--- src/rtl/multicycle_sequencer.sv ---
// Multi-cycle control sequencer for the Lapido core: walks one instruction at a time
// through FETCH/DECODE/EXECUTE/MEMORY/WRITEBACK over a shared memory port, with a watchdog trap.
module multicycle_sequencer #(
  parameter int MEM_TIMEOUT = 16,
  parameter int RETIRE_W    = 16
) (
  input  logic                clock,
  input  logic                reset,
  input  logic                mem_ready,
  input  logic [31:0]         instr_in,
  output logic [31:0]         instruction,
  output logic                pcWrite,
  output logic                irWrite,
  output logic                iorD,
  output logic                memRead,
  output logic                memWrite,
  output logic [4:0]          ALUOp,
  output logic                ALUSrc,
  output logic                memToReg,
  output logic                regWrite,
  output logic                illegal,
  output logic                trap,
  output logic [2:0]          state,
  output logic [RETIRE_W-1:0] retired
);

  typedef enum logic [2:0] {
    S_FETCH     = 3'd0,
    S_DECODE    = 3'd1,
    S_EXECUTE   = 3'd2,
    S_MEMORY    = 3'd3,
    S_WRITEBACK = 3'd4,
    S_TRAP      = 3'd5
  } state_t;

  localparam int WAIT_W = (MEM_TIMEOUT > 1) ? $clog2(MEM_TIMEOUT) : 1;
  localparam logic [WAIT_W-1:0] WAIT_LAST = (MEM_TIMEOUT > 0) ? WAIT_W'(MEM_TIMEOUT - 1) : '0;

  state_t              r_state;
  state_t              w_state_next;
  logic [31:0]         r_ir;
  logic [WAIT_W-1:0]   r_wait_cnt;
  logic [RETIRE_W-1:0] r_retired;

  logic w_cls_alu, w_cls_mem, w_cls_lit, w_valid, w_is_store, w_is_load;
  logic w_waiting, w_timeout, w_retire;

  assign w_cls_alu  = (r_ir[31:29] == 3'b001);
  assign w_cls_mem  = (r_ir[31:29] == 3'b100);
  assign w_cls_lit  = (r_ir[31:29] == 3'b010) && (r_ir[25:24] == 2'b10);
  assign w_valid    = w_cls_alu || w_cls_mem || w_cls_lit;
  assign w_is_store = w_cls_mem && r_ir[24];
  assign w_is_load  = w_cls_mem && !r_ir[24];

  // A ready in the final allowed wait cycle still completes the access.
  assign w_waiting = ((r_state == S_FETCH) || (r_state == S_MEMORY)) && !mem_ready;
  assign w_timeout = (MEM_TIMEOUT != 0) && w_waiting && (r_wait_cnt == WAIT_LAST);
  assign w_retire  = (r_state == S_WRITEBACK) ||
                     ((r_state == S_MEMORY) && mem_ready && w_is_store);

  always_ff @(posedge clock) begin
    if (reset) begin
      r_state <= S_FETCH;
    end else begin
      r_state <= w_state_next;
    end
  end

  always_ff @(posedge clock) begin
    if (reset) begin
      r_ir       <= '0;
      r_wait_cnt <= '0;
      r_retired  <= '0;
    end else begin
      if ((r_state == S_FETCH) && mem_ready) begin
        r_ir <= instr_in;
      end
      if (w_state_next != r_state) begin
        r_wait_cnt <= '0;
      end else if (w_waiting) begin
        r_wait_cnt <= r_wait_cnt + 1'b1;
      end
      if (w_retire) begin
        r_retired <= r_retired + 1'b1;
      end
    end
  end

  always_comb begin
    w_state_next = r_state;
    pcWrite      = 1'b0;
    irWrite      = 1'b0;
    iorD         = 1'b0;
    memRead      = 1'b1;
    memWrite     = 1'b1;
    ALUOp        = 5'b00000;
    ALUSrc       = 1'b0;
    memToReg     = 1'b0;
    regWrite     = 1'b0;
    illegal      = 1'b0;
    case (r_state)
      S_FETCH: begin
        memRead = 1'b0;
        pcWrite = mem_ready;
        irWrite = mem_ready;
        if (mem_ready)      w_state_next = S_DECODE;
        else if (w_timeout) w_state_next = S_TRAP;
      end
      S_DECODE: begin
        illegal      = !w_valid;
        w_state_next = w_valid ? S_EXECUTE : S_FETCH;
      end
      S_EXECUTE: begin
        ALUOp        = w_cls_alu ? r_ir[28:24] : 5'b00000;
        ALUSrc       = !w_cls_alu;
        w_state_next = w_cls_mem ? S_MEMORY : S_WRITEBACK;
      end
      S_MEMORY: begin
        iorD     = 1'b1;
        ALUSrc   = 1'b1;
        memRead  = !w_is_load;
        memWrite = !w_is_store;
        if (mem_ready)      w_state_next = w_is_store ? S_FETCH : S_WRITEBACK;
        else if (w_timeout) w_state_next = S_TRAP;
      end
      S_WRITEBACK: begin
        regWrite     = 1'b1;
        memToReg     = w_is_load;
        w_state_next = S_FETCH;
      end
      S_TRAP: begin
        w_state_next = S_TRAP;
      end
      default: begin
        w_state_next = S_FETCH;
      end
    endcase
    // Reset forces every strobe inactive even though the state register updates only at the edge.
    if (reset) begin
      pcWrite  = 1'b0;
      irWrite  = 1'b0;
      iorD     = 1'b0;
      memRead  = 1'b1;
      memWrite = 1'b1;
      ALUOp    = 5'b00000;
      ALUSrc   = 1'b0;
      memToReg = 1'b0;
      regWrite = 1'b0;
      illegal  = 1'b0;
    end
  end

  assign trap        = (r_state == S_TRAP) && !reset;
  assign instruction = r_ir;
  assign state       = r_state;
  assign retired     = r_retired;

endmodule
--- config.mk ---
export PLATFORM = sky130hd
export DESIGN_NAME = multicycle_sequencer
export DESIGN_NICKNAME = d
export VERILOG_FILES = /design/src/rtl/multicycle_sequencer.sv
export SDC_FILE = /design/constraint.sdc
export NUM_CORES = 1
export LEC_CHECK = 0
export CORE_MARGIN = 5
export CORE_UTILIZATION = 47
export DETAILED_ROUTE_END_ITERATION = 10
export GPL_ROUTABILITY_DRIVEN = 1
export MAX_ROUTING_LAYER = met4
export PLACE_DENSITY = 0.95
export SLEW_MARGIN = 20
export SYNTH_ARGS = -nofsm -noshare
export SYNTH_HDL_FRONTEND = slang
export SYNTH_SLANG_ARGS = --single-unit
--- constraint.sdc ---
create_clock -name clock -period 4.9 [get_ports clock]
set_clock_uncertainty 0.2 [all_clocks]
set_input_delay 0.735 -clock clock [delete_from_list [all_inputs] [get_ports clock]]
set_output_delay 0.735 -clock clock [all_outputs]
set_load 0.01 [all_outputs]
==> results.md <==
* Outcome: finished clean
* Buffer type at the clock tree root: clkbuf_8
* Effective utilization at floorplan at about half
* Die Span X at 83.8 um
* Std-Cell Rows at 26
* Fraction of met1 tracks used by global routing at between 20% and 30%
* Peak-usage layer in the global routing report: met2
* CP Capture Type: output pin
* Via count of the first global-routing pass at ~2400
* Worst path bufs/invs at 2
* Pin count of the biggest net entering global routing at 33
* Instance count along the most critical hold path at 2
* CTS tree: built
* Xor-xnor portion of the synthesized cell area at about 1.7%
* Number of enable-type register cells in the synthesized netlist at 0
* N_diodes at 0
* Final setup violating endpoints at 0
* Summed instance area of the synthesized netlist at ~2600 um2
* Post-DRT Antenna Nets at 0
* Final routed wirelength across all metal layers at 6.91 mm
* Flop and latch count out of synthesis at between 50 and 60
* Maximum buffer depth of the clock tree at 2
* Leakage dissipation at between 1 and 1.5 nW
* CP required at 3.96 ns
* Type of the setup path with the least slack: in2out
* Max-slew violation total from the final report at 0
* Final weighted congestion in routability-driven placement at a little under 0.8
* Power per cell area at between 200 and 300 nW/um2
* Hold-critical path endpoint: instruction[1]
* Setup Fix Bufs, Post-CTS at 0
* Worst-case headroom to the max-slew limit at about half
* Mean number of vias per cell at about 5.4
* Endpoint of the lowest-slack register-to-register path: retired[8]
* Fraction of final layout cells with drive strength greater than 1 at between 4 and 5%
* TritonRoute pass-1 iters at 4
* Met2 Use GR at approximately 34%
* Overflow after GRT at 0
* Buffers added on ports at 100
* Synth Instances at between 300 and 400
* GR Layer Usage met3 at roughly 4.5%
* DRC violation count after routing at 0
* Top-level I/O count at about 100
* Ys flop type: dfxtp_1
* Worst min-delay path class: reg2reg
* Via count at 2580
* Area growth from synthesis to final layout at 43.0%
* Maximum single-stage delay on the critical path at around 0.58 ns
* Proportion of synthesized area in mux cells at under 10%
* Starting DRC count in detailed routing at roughly 130
* Post-synthesis net count at 356
* Wire length of the first global-routing pass at 11.4 mm
* Net count of the finished layout at approximately 440
* TritonCTS buffer count at 5
* Post-route cell area at 3660 um2
* Most frequent cell on the critical path: clkdlybuf4s50_1
* Post-Synth Adder-Cell Area at less than 1%
* Top fanout value on the critical path at 7
* Compound-cell area share of the yosys netlist at between 15 and 20%
* Clk pin slew, worst setup/hold paths at ~0.09 ns
* Die height at around 84 um
* Startpoint of the worst hold path: instruction[1]
* Basic-gate share of the synthesized area counting and, or, nand and nor cells at a little under a third
* Largest family of logic cells by synthesized area: simple AND/OR/NAND/NOR gates
* Post-CTS Hold Buffers at 0
* Number of distinct library cells after synthesis at 44
* Fraction of registers with async set/reset at 0%
* Launching element type of the critical path: primary input
* Data arrival, critical path at ~2.4 ns
* Area of the core at roughly 5200 um2
* Sum of negative setup slack at 0 ns
* Final standard cell utilization of the core at between 70% and 80%
* Setup repair after global routing missed its margin: false
* Tot GR Track Use at roughly a fifth
* Routed wire length per instance at between 10 and 15 um
* Number of antenna violations at the first check in global routing at 0
* Floorplan die area at 7030 um2
* Worst slew pin tran at 0.769 ns
* Latest clock arrival within the worst-skew pair at around 0.31 ns
* TritonCTS sink count at between 50 and 60
* Half-perimeter wire length of the detailed placement result at between 5 and 6 mm
* Cell Chain, Critical Path: clkdlybuf4s50_1 -> and2b_1 -> nand2_1 -> nor2_1 -> clkdlybuf4s50_1
* Reg-to-reg critical path startpoint: state[0]
* Portion of the post-synthesis area used by sequential elements at 43.0%
* Synthesis warning total at 0
* CTS resizes at 0
* Final count of hold timing violations at 0
* Worst IR drop on VDD at roughly 0.17 mV
* Register-to-register setup slack at between 2 and 2.5 ns
* Placement-stage cell area at between 3000 and 4000 um2
* CTS H-tree lvls at 2
* Kind of cell with the highest combined delay on the critical path: buffers and inverters
* Worst-path cell with the longest stage delay: clkdlybuf4s50_1
* Share of the clock period used by the worst path after layout at 68.4%
* FMAX at ~300 MHz
* Number of maximum-capacitance constraint violations at 0
* Avg Cell Area, Syn at 8.03 um2
* Period minus WS final at ~3.4 ns
* Worst-case reg-to-reg path depth at 4
## routing by layer
layer | part of all wire [%] | vias to the layer above
li1 | - | 1286
met1 | 42 | 1186
met2 | 49 | 99
met3 | 7.7 | 9
met4 | 1.0 | 0
met5 | 0 | -
## worst min-delay path, stage by stage (launching register included)
cell     delay, ns
dfxtp_1       0.32
nand2_1       0.05
a21oi_1       0.05
## final cells by class
type                            instances  area, um2
Inverter                                3       11.3
Clock buffer                            5       68.8
Multi-Input combinational cell        238       1340
Clock inverter                          3       43.8
Fill cell                             421       1540
Timing Repair Buffer                  102       1010
Tap cell                               70       87.6
Sequential cell                        55       1100
## state kept, by name, summed over array words and instances, names as in the netlist
name and cells:
instruction 32, retired 16, r_wait_cnt 4, state 3
## worst max path at each step
stage	start	endpoint	slack, ns	depth (start not counted)
after floorplan	reset	illegal	2.30	3
after global placement	mem_ready	irWrite	1.58	5
after detailed placement	mem_ready	irWrite	1.54	5
after CTS	mem_ready	irWrite	1.52	5
after global routing	mem_ready	irWrite	1.43	5
final	mem_ready	irWrite	1.55	5
## synth_stat cells, types with 2 or more instances
| master | count | area share [%] |
|---|---|---|
| nand2_1 | 75 | 11 |
| dfxtp_1 | 55 | 43 |
| a21oi_1 | 47 | 9.2 |
| clkbuf_1 | 15 | 2.2 |
| nor2_1 | 13 | 1.9 |
| o31ai_1 | 9 | 2.6 |
| or4_1 | 9 | 2.6 |
| and2_1 | 7 | 1.7 |
| nand3_1 | 7 | 1.4 |
| nor3_1 | 7 | 1.4 |
| o21ai_0 | 7 | 1.4 |
| nor2b_1 | 6 | 1.5 |
| and4_1 | 4 | 1.4 |
| buf_2 | 4 | 0.78 |
| nand4_1 | 4 | 0.98 |
| nor3b_1 | 4 | 1.2 |
| xor2_1 | 4 | 1.4 |
| buf_4 | 3 | 0.88 |
| inv_1 | 3 | 0.44 |
| nand2b_1 | 3 | 0.73 |
| or3_1 | 3 | 0.73 |
| a211oi_1 | 2 | 0.59 |
| a221oi_1 | 2 | 0.68 |
| and3_1 | 2 | 0.49 |
| ha_1 | 2 | 0.98 |
| mux2i_1 | 2 | 0.78 |
| nor4_1 | 2 | 0.49 |
| or2_2 | 2 | 0.49 |
## metrics by stage
stage / setup WS, ns / hold slack [ns] / cells / total power [mW]
after floorplan: 2.30 / 0.281 / 319 / 0.594
after global placement: 1.58 / 0.241 / 468 / 0.682
after detailed placement: 1.54 / 0.246 / 468 / 0.689
after CTS: 1.52 / 0.260 / 476 / 0.989
after global routing: 1.43 / 0.281 / 476 / 1.03
final: 1.55 / 0.257 / 476 / 0.979
## where the power goes
group / internal, mW / switching, mW / leakage (nW)
combinational: 0.0957 / 0.0885 / 0.770
sequential: 0.470 / 0.0235 / 0.449
clock: 0.152 / 0.149 / 0.0581
## kinds of logic after synthesis
| kind of cell | Yosys count |
|---|---|
| AND/OR/NAND/NOR | 153 |
| AO/OA/AOI/OAI | 74 |
| flip-flops | 55 |
| buffers and inverters | 26 |
| XOR/XNOR | 5 |
| multiplexers | 4 |
| adder cells (fa/ha/maj) | 2 |
## cell usage in the layout, fill, tap and decap left out, drive strengths merged, types with 6 or more instances in the layout
cell type	netlist	layout
nor2b	6	6
nor2	13	13
nor3	7	7
nand2	75	75
and2	7	7
clkdlybuf4s50	0	99
or4	9	9
a21oi	47	47
o21ai	7	7
nand3	7	7
o31ai	9	9
dfxtp	55	55
No activity file was read; power rests on OpenSTA's default activity.
